--- config.mk ---
export PLATFORM = sky130hd
export DESIGN_NAME = id_ex_stage_flat
export DESIGN_NICKNAME = d
export VERILOG_FILES = /design/src/rtl/id_ex_stage_if.sv /design/src/rtl/id_ex_stage.sv /design/src/flat_wrapper.sv
export SDC_FILE = /design/constraint.sdc
export NUM_CORES = 1
export LEC_CHECK = 0
export ABC_AREA = 1
export BUFFER_PORTS_ARGS = -buffer_cell sky130_fd_sc_hd__clkbuf_2
export CAP_MARGIN = 20
export CORE_AREA = 2 2 176 178
export CTS_BUF_LIST = sky130_fd_sc_hd__clkbuf_4 sky130_fd_sc_hd__clkbuf_8 sky130_fd_sc_hd__clkbuf_16
export DETAILED_ROUTE_END_ITERATION = 8
export DIE_AREA = 0 0 178 180
export SYNTH_ARGS = -nofsm -noshare
export SYNTH_HDL_FRONTEND = slang
export SYNTH_SLANG_ARGS = --single-unit
--- constraint.sdc ---
create_clock -name clk -period 1.6 [get_ports clk]
set_input_delay 0.32 -clock clk [delete_from_list [all_inputs] [get_ports clk]]
set_output_delay 0.32 -clock clk [all_outputs]
set_load 0.02 [all_outputs]
--- src/rtl/id_ex_stage_if.sv ---
// Decode-side and EX-side signal bundle for the ID/EX pipeline register.
// master = decode/regfile/writeback side, slave = id_ex_stage.
interface id_ex_stage_if;
  logic [31:0] instr_d;
  logic [31:0] pc_d;
  logic [31:0] pcplus4_d;
  logic        valid_d;
  logic        regwrite_d;
  logic        memwrite_d;
  logic        alusrc_d;
  logic [1:0]  resultsrc_d;
  logic [2:0]  alucontrol_d;
  logic [31:0] immext_d;
  logic [4:0]  a1_d;
  logic [4:0]  a2_d;
  logic [31:0] rd1_d;
  logic [31:0] rd2_d;
  logic        regwrite_w;
  logic [4:0]  rd_w;
  logic [31:0] result_w;
  logic        stall_d;
  logic        valid_e;
  logic        regwrite_e;
  logic        memwrite_e;
  logic        alusrc_e;
  logic [1:0]  resultsrc_e;
  logic [2:0]  alucontrol_e;
  logic [31:0] rd1_e;
  logic [31:0] rd2_e;
  logic [31:0] immext_e;
  logic [31:0] pc_e;
  logic [31:0] pcplus4_e;
  logic [4:0]  rs1_e;
  logic [4:0]  rs2_e;
  logic [4:0]  rd_e;
  logic [15:0] bubble_cnt;

  modport master (
    output instr_d, pc_d, pcplus4_d, valid_d,
    output regwrite_d, memwrite_d, alusrc_d,
    output resultsrc_d, alucontrol_d, immext_d,
    output rd1_d, rd2_d,
    output regwrite_w, rd_w, result_w,
    input  a1_d, a2_d, stall_d,
    input  valid_e, regwrite_e, memwrite_e, alusrc_e,
    input  resultsrc_e, alucontrol_e,
    input  rd1_e, rd2_e, immext_e, pc_e, pcplus4_e,
    input  rs1_e, rs2_e, rd_e, bubble_cnt
  );

  modport slave (
    input  instr_d, pc_d, pcplus4_d, valid_d,
    input  regwrite_d, memwrite_d, alusrc_d,
    input  resultsrc_d, alucontrol_d, immext_d,
    input  rd1_d, rd2_d,
    input  regwrite_w, rd_w, result_w,
    output a1_d, a2_d, stall_d,
    output valid_e, regwrite_e, memwrite_e, alusrc_e,
    output resultsrc_e, alucontrol_e,
    output rd1_e, rd2_e, immext_e, pc_e, pcplus4_e,
    output rs1_e, rs2_e, rd_e, bubble_cnt
  );
endinterface

--- src/rtl/id_ex_stage.sv ---
// ID/EX pipeline register with WB->ID bypass and load-use bubble insertion.
// Bubbles are all-zero EX bundles; bubble_cnt saturates at 16'hFFFF.
module id_ex_stage (
  input logic          clk,
  input logic          rst_n,
  id_ex_stage_if.slave bus
);

  typedef struct packed {
    logic        valid;
    logic        regwrite;
    logic        memwrite;
    logic        alusrc;
    logic [1:0]  resultsrc;
    logic [2:0]  alucontrol;
    logic [31:0] rd1;
    logic [31:0] rd2;
    logic [31:0] imm;
    logic [31:0] pc;
    logic [31:0] pcplus4;
    logic [4:0]  rs1;
    logic [4:0]  rs2;
    logic [4:0]  rd;
  } ex_t;

  ex_t         ex_q, ex_d;
  logic [15:0] cnt_q, cnt_d;
  logic [4:0]  rs1, rs2, rd;
  logic        byp1, byp2;
  logic        hazard;
  logic        unused_instr;

  assign rs1 = bus.instr_d[19:15];
  assign rs2 = bus.instr_d[24:20];
  assign rd  = bus.instr_d[11:7];

  assign unused_instr = ^{bus.instr_d[31:25],
                          bus.instr_d[14:12],
                          bus.instr_d[6:0]};

  assign byp1 = bus.regwrite_w && (bus.rd_w != 5'd0)
             && (bus.rd_w == rs1);
  assign byp2 = bus.regwrite_w && (bus.rd_w != 5'd0)
             && (bus.rd_w == rs2);

  // Load in EX feeding a source of the decode instruction
  assign hazard = ex_q.valid
               && (ex_q.resultsrc == 2'b01)
               && (ex_q.rd != 5'd0)
               && bus.valid_d
               && ((ex_q.rd == rs1) || (ex_q.rd == rs2));

  always_comb begin
    ex_d = '0;
    if (bus.valid_d && !hazard) begin
      ex_d.valid      = 1'b1;
      ex_d.regwrite   = bus.regwrite_d;
      ex_d.memwrite   = bus.memwrite_d;
      ex_d.alusrc     = bus.alusrc_d;
      ex_d.resultsrc  = bus.resultsrc_d;
      ex_d.alucontrol = bus.alucontrol_d;
      ex_d.rd1        = byp1 ? bus.result_w : bus.rd1_d;
      ex_d.rd2        = byp2 ? bus.result_w : bus.rd2_d;
      ex_d.imm        = bus.immext_d;
      ex_d.pc         = bus.pc_d;
      ex_d.pcplus4    = bus.pcplus4_d;
      ex_d.rs1        = rs1;
      ex_d.rs2        = rs2;
      ex_d.rd         = rd;
    end
  end

  always_comb begin
    cnt_d = cnt_q;
    if (hazard && (cnt_q != 16'hFFFF)) begin
      cnt_d = cnt_q + 16'd1;
    end
  end

  always_ff @(posedge clk or negedge rst_n) begin
    if (!rst_n) begin
      ex_q  <= '0;
      cnt_q <= '0;
    end else begin
      ex_q  <= ex_d;
      cnt_q <= cnt_d;
    end
  end

  assign bus.a1_d         = rs1;
  assign bus.a2_d         = rs2;
  assign bus.stall_d      = hazard;
  assign bus.valid_e      = ex_q.valid;
  assign bus.regwrite_e   = ex_q.regwrite;
  assign bus.memwrite_e   = ex_q.memwrite;
  assign bus.alusrc_e     = ex_q.alusrc;
  assign bus.resultsrc_e  = ex_q.resultsrc;
  assign bus.alucontrol_e = ex_q.alucontrol;
  assign bus.rd1_e        = ex_q.rd1;
  assign bus.rd2_e        = ex_q.rd2;
  assign bus.immext_e     = ex_q.imm;
  assign bus.pc_e         = ex_q.pc;
  assign bus.pcplus4_e    = ex_q.pcplus4;
  assign bus.rs1_e        = ex_q.rs1;
  assign bus.rs2_e        = ex_q.rs2;
  assign bus.rd_e         = ex_q.rd;
  assign bus.bubble_cnt   = cnt_q;

endmodule

--- src/flat_wrapper.sv ---
// flat-port wrapper written by rule: the top's interface ports become plain ports
module id_ex_stage_flat 
  (clk, rst_n, bus_instr_d, bus_pc_d, bus_pcplus4_d, bus_valid_d, bus_regwrite_d, bus_memwrite_d, bus_alusrc_d, bus_resultsrc_d, bus_alucontrol_d, bus_immext_d, bus_rd1_d, bus_rd2_d, bus_regwrite_w, bus_rd_w, bus_result_w, bus_a1_d, bus_a2_d, bus_stall_d, bus_valid_e, bus_regwrite_e, bus_memwrite_e, bus_alusrc_e, bus_resultsrc_e, bus_alucontrol_e, bus_rd1_e, bus_rd2_e, bus_immext_e, bus_pc_e, bus_pcplus4_e, bus_rs1_e, bus_rs2_e, bus_rd_e, bus_bubble_cnt);
  id_ex_stage_if bus_i ();
  input logic clk;
  input logic rst_n;
  input wire logic [$bits(bus_i.instr_d)-1:0] bus_instr_d;
  input wire logic [$bits(bus_i.pc_d)-1:0] bus_pc_d;
  input wire logic [$bits(bus_i.pcplus4_d)-1:0] bus_pcplus4_d;
  input wire logic [$bits(bus_i.valid_d)-1:0] bus_valid_d;
  input wire logic [$bits(bus_i.regwrite_d)-1:0] bus_regwrite_d;
  input wire logic [$bits(bus_i.memwrite_d)-1:0] bus_memwrite_d;
  input wire logic [$bits(bus_i.alusrc_d)-1:0] bus_alusrc_d;
  input wire logic [$bits(bus_i.resultsrc_d)-1:0] bus_resultsrc_d;
  input wire logic [$bits(bus_i.alucontrol_d)-1:0] bus_alucontrol_d;
  input wire logic [$bits(bus_i.immext_d)-1:0] bus_immext_d;
  input wire logic [$bits(bus_i.rd1_d)-1:0] bus_rd1_d;
  input wire logic [$bits(bus_i.rd2_d)-1:0] bus_rd2_d;
  input wire logic [$bits(bus_i.regwrite_w)-1:0] bus_regwrite_w;
  input wire logic [$bits(bus_i.rd_w)-1:0] bus_rd_w;
  input wire logic [$bits(bus_i.result_w)-1:0] bus_result_w;
  output wire logic [$bits(bus_i.a1_d)-1:0] bus_a1_d;
  output wire logic [$bits(bus_i.a2_d)-1:0] bus_a2_d;
  output wire logic [$bits(bus_i.stall_d)-1:0] bus_stall_d;
  output wire logic [$bits(bus_i.valid_e)-1:0] bus_valid_e;
  output wire logic [$bits(bus_i.regwrite_e)-1:0] bus_regwrite_e;
  output wire logic [$bits(bus_i.memwrite_e)-1:0] bus_memwrite_e;
  output wire logic [$bits(bus_i.alusrc_e)-1:0] bus_alusrc_e;
  output wire logic [$bits(bus_i.resultsrc_e)-1:0] bus_resultsrc_e;
  output wire logic [$bits(bus_i.alucontrol_e)-1:0] bus_alucontrol_e;
  output wire logic [$bits(bus_i.rd1_e)-1:0] bus_rd1_e;
  output wire logic [$bits(bus_i.rd2_e)-1:0] bus_rd2_e;
  output wire logic [$bits(bus_i.immext_e)-1:0] bus_immext_e;
  output wire logic [$bits(bus_i.pc_e)-1:0] bus_pc_e;
  output wire logic [$bits(bus_i.pcplus4_e)-1:0] bus_pcplus4_e;
  output wire logic [$bits(bus_i.rs1_e)-1:0] bus_rs1_e;
  output wire logic [$bits(bus_i.rs2_e)-1:0] bus_rs2_e;
  output wire logic [$bits(bus_i.rd_e)-1:0] bus_rd_e;
  output wire logic [$bits(bus_i.bubble_cnt)-1:0] bus_bubble_cnt;
  assign bus_i.instr_d = bus_instr_d;
  assign bus_i.pc_d = bus_pc_d;
  assign bus_i.pcplus4_d = bus_pcplus4_d;
  assign bus_i.valid_d = bus_valid_d;
  assign bus_i.regwrite_d = bus_regwrite_d;
  assign bus_i.memwrite_d = bus_memwrite_d;
  assign bus_i.alusrc_d = bus_alusrc_d;
  assign bus_i.resultsrc_d = bus_resultsrc_d;
  assign bus_i.alucontrol_d = bus_alucontrol_d;
  assign bus_i.immext_d = bus_immext_d;
  assign bus_i.rd1_d = bus_rd1_d;
  assign bus_i.rd2_d = bus_rd2_d;
  assign bus_i.regwrite_w = bus_regwrite_w;
  assign bus_i.rd_w = bus_rd_w;
  assign bus_i.result_w = bus_result_w;
  assign bus_a1_d = bus_i.a1_d;
  assign bus_a2_d = bus_i.a2_d;
  assign bus_stall_d = bus_i.stall_d;
  assign bus_valid_e = bus_i.valid_e;
  assign bus_regwrite_e = bus_i.regwrite_e;
  assign bus_memwrite_e = bus_i.memwrite_e;
  assign bus_alusrc_e = bus_i.alusrc_e;
  assign bus_resultsrc_e = bus_i.resultsrc_e;
  assign bus_alucontrol_e = bus_i.alucontrol_e;
  assign bus_rd1_e = bus_i.rd1_e;
  assign bus_rd2_e = bus_i.rd2_e;
  assign bus_immext_e = bus_i.immext_e;
  assign bus_pc_e = bus_i.pc_e;
  assign bus_pcplus4_e = bus_i.pcplus4_e;
  assign bus_rs1_e = bus_i.rs1_e;
  assign bus_rs2_e = bus_i.rs2_e;
  assign bus_rd_e = bus_i.rd_e;
  assign bus_bubble_cnt = bus_i.bubble_cnt;
  id_ex_stage u_core (.clk(clk), .rst_n(rst_n), .bus(bus_i));
endmodule
==> impl_metrics.tcl <==
set metrics [dict create \
    status "finished, violations left" \
    violations "setup timing" \
    ys_seq_elements 200 \
    postPlaceCellArea_sq_um 11500 \
    pre_cts_ws_ns -0.0966 \
    end_kind "flop" \
    yosysUniqueCellTypes 24 \
    worst_pin_slew_ns 0.447 \
    grt_util_all_layers 0.179 \
    drtPass1Iterations 4 \
    syn_avg_cell_area_sq_um 8.31 \
    finalHoldViolCount 0 \
    insertedDiodeCount 0 \
    antenna_found_initial 0 \
    synth_area_sq_um 8540 \
    p_leak_nw 7.92 \
    fp.dieH_microns 180 \
    gp_congestion 0.876 \
    grt_max_degree 45 \
    synth_xor_area_frac 0.0154 \
    postRouteAntennaNets 0 \
    ys_seq_area_frac 0.586 \
    final_area_sq_um 13500 \
    critPathLaunchType "flop" \
    clock.fmax_ghz 0.522 \
    post-route-min-period_ns 1.91 \
    path_clk_slew_ns 0.09 \
    dpl.hpwl_mm 20.3 \
    synth_cells 1028 \
    irDropWorstVdd_mv 0.649 \
    routed_wl_mm 29.0 \
    clock_skew_ns 0.0157 \
    dr_total_vias 8182 \
    htree_levels 4 \
    layout-drive-gt1-share 0.460 \
    nNetsFinal 1773 \
    yosys.area_share.simple 0.263 \
    start_util 0.283 \
    synth-adder-area-share 0.00146 \
    cts_buffer_depth 2 \
    cts-root-buf "clkbuf_16" \
    grt_pass1_vias 7993 \
    clock_latency_ns 0.45 \
    cts_buffers 17 \
    dieArea_sq_um 32000 \
    critical_path.max_fanout 6 \
    dr.first_iter.drc_count 315 \
    syn_to_final_growth_pct 57.7 \
    cap_violations 0 \
    arrival_ns 2.25 \
    clock-sinks 200 \
    die-width_microns 178 \
    wl_per_cell_microns 14.9 \
    synth_warnings 0 \
    period_share 1.20 \
    rsz0062_at_grt "yes" \
    route.detailed.drc 0 \
    io_pins 452 \
    path_class "flop to flop" \
    synth_area_leaders "dfrtp_1, nand2_1, nor2_1" \
    power_mw 12.0 \
    cts_tree "done" \
    yosysTopAreaCell "dfrtp_1" \
    port-buffer-count 434 \
    fin_ws_ns -0.314 \
    grt-ovfl-total 0 \
    synthMuxAreaShare 0 \
    via_per_inst 4.22 \
    setup_total_negative_slack_ns -43.06 \
    synth_nets 1270 \
    final-setup-viol-count 201 \
    power.density_nw_per_um2 892 \
    synth-compound-area-share 0.00176 \
    synth_top_family_by_area "simple AND/OR/NAND/NOR gates" \
    synth_top_area_frac 0.586 \
    whs_ns 0.0521 \
    max_slew_margin 0.702 \
    rows 64 \
    drv_slew 0 \
    critPathRequiredTime_ns 1.94 \
    hold_path_class "input pin to flop" \
    grt_pass1_wl_mm 43.6 \
    core-area_sq_um 30200 \
]
[placed cells by master (no fill, tap or decap), types with 11 or more instances in the layout]
master	count
nor2_2	97
nand4_1	22
nand3_1	76
buf_4	37
nor2_1	91
buf_6	11
buf_16	12
clkbuf_2	432
clkbuf_16	19
inv_1	192
buf_12	26
nor2_4	24
dfrtp_1	196
nand2_1	229
[routing by layer]
metal / vias up / GRT usage / wire length [microns]
met2: 365 / 0.303 / 14000
met4: 0 / 0.0682 / 793
met5: - / 0 / 0
met3: 51 / 0.0497 / 2270
li1: 4027 / - / -
met1: 3739 / 0.215 / 11900
[synth_stat cells, drive strengths merged]
cell type / number
o21ai: 3
buf: 45
xor2: 9
dfrtp: 200
nand2: 234
inv: 201
ha: 1
nand4: 23
nor2: 212
nand3: 77
nor3b: 1
clkbuf: 7
clkinv: 7
nand3b: 2
xnor2: 6
[through the flow]
stage / instances / util
after floorplan: 1028 / -
after global placement: 1863 / 0.381
after detailed placement: 1863 / 0.381
after CTS: 1937 / 0.435
after global routing: 1940 / 0.446
final: 1940 / 0.446
[flip-flops by register name, indices dropped and copies added, names as in the netlist, 2 cells and up]
signal / count
u_core.bus.rs2_e: 5
u_core.bus.rd1_e: 32
u_core.bus.resultsrc_e: 2
u_core.bus.rd2_e: 32
u_core.bus.rd_e: 5
u_core.bus.alucontrol_e: 3
u_core.bus.immext_e: 32
u_core.bus.bubble_cnt: 16
u_core.bus.pcplus4_e: 32
u_core.bus.rs1_e: 5
u_core.bus.pc_e: 32
[critical path: stages, from the launching register on]
cell     delay [ns]
dfrtp_1        0.43
inv_2          0.07
nand2_1        0.06
nand2_1        0.05
nor2_1         0.11
nand3_1        0.12
nand2_2        0.11
nand2_4        0.06
buf_4          0.13
buf_12         0.14
nand2_8        0.13
buf_8          0.13
buf_12         0.11
buf_16         0.12
nor2_1         0.04
[power breakdown]
| part | internal (mW) | leakage (nW) | total [mW] | switching (mW) |
|---|---|---|---|---|
| registers | 5.30 | 2.59 | 5.39 | 0.0943 |
| clock network | 2.13 | 0.295 | 4.45 | 2.32 |
| logic | 0.898 | 5.04 | 2.18 | 1.28 |
[timing repair]
item / CTS / global route
pin swaps: 20 / 8
setup buffers: 21 / 11
resized for setup: 81 / 140
hold buffers: 1 / 0
endpoints found under the hold margin: 35 / 0
gates cloned: 21 / 4
setup endpoints to repair: 127 / 201
[final cells by class]
class | instances | area [sq um]
fill | 2957 | 16700
sequential | 200 | 5010
timing repair buffer | 532 | 3640
multi-input combinational | 572 | 2950
inverter | 208 | 781
tap | 396 | 495
clock buffer | 17 | 425
clock inverter | 15 | 175
[path summary, 6_finish.rpt]
kind | startpoint | endpoint | slack (ns) | cells after the start
setup / recovery | u_core.bus.rd_e[1] | u_core.bus.pcplus4_e[30] | -0.31 | 14
hold / removal | bus_immext_d[21] | u_core.bus.immext_e[21] | 0.05 | 3
setup reg to reg | u_core.bus.rd_e[1] | u_core.bus.pcplus4_e[30] | -0.31 | 14
hold reg to reg | u_core.bus.bubble_cnt[1] | u_core.bus.bubble_cnt[1] | 0.54 | 2
max in group asynchronous | rst_n | u_core.bus.pcplus4_e[5] | 0.65 | 3
min in group asynchronous | rst_n | u_core.bus.rd2_e[26] | 0.37 | 2
[cell families (layout without fill, tap and decap cells)]
kind of cell | Yosys count | in the layout
and+or+nand+nor | 549 | 553
buffers and inverters | 260 | 772
DFF | 200 | 200
xor gates and xnor gates | 15 | 15
AOI/OAI and AO/OA | 3 | 3
adders and majority gates | 1 | 1
(Power assumes the default switching activity.)
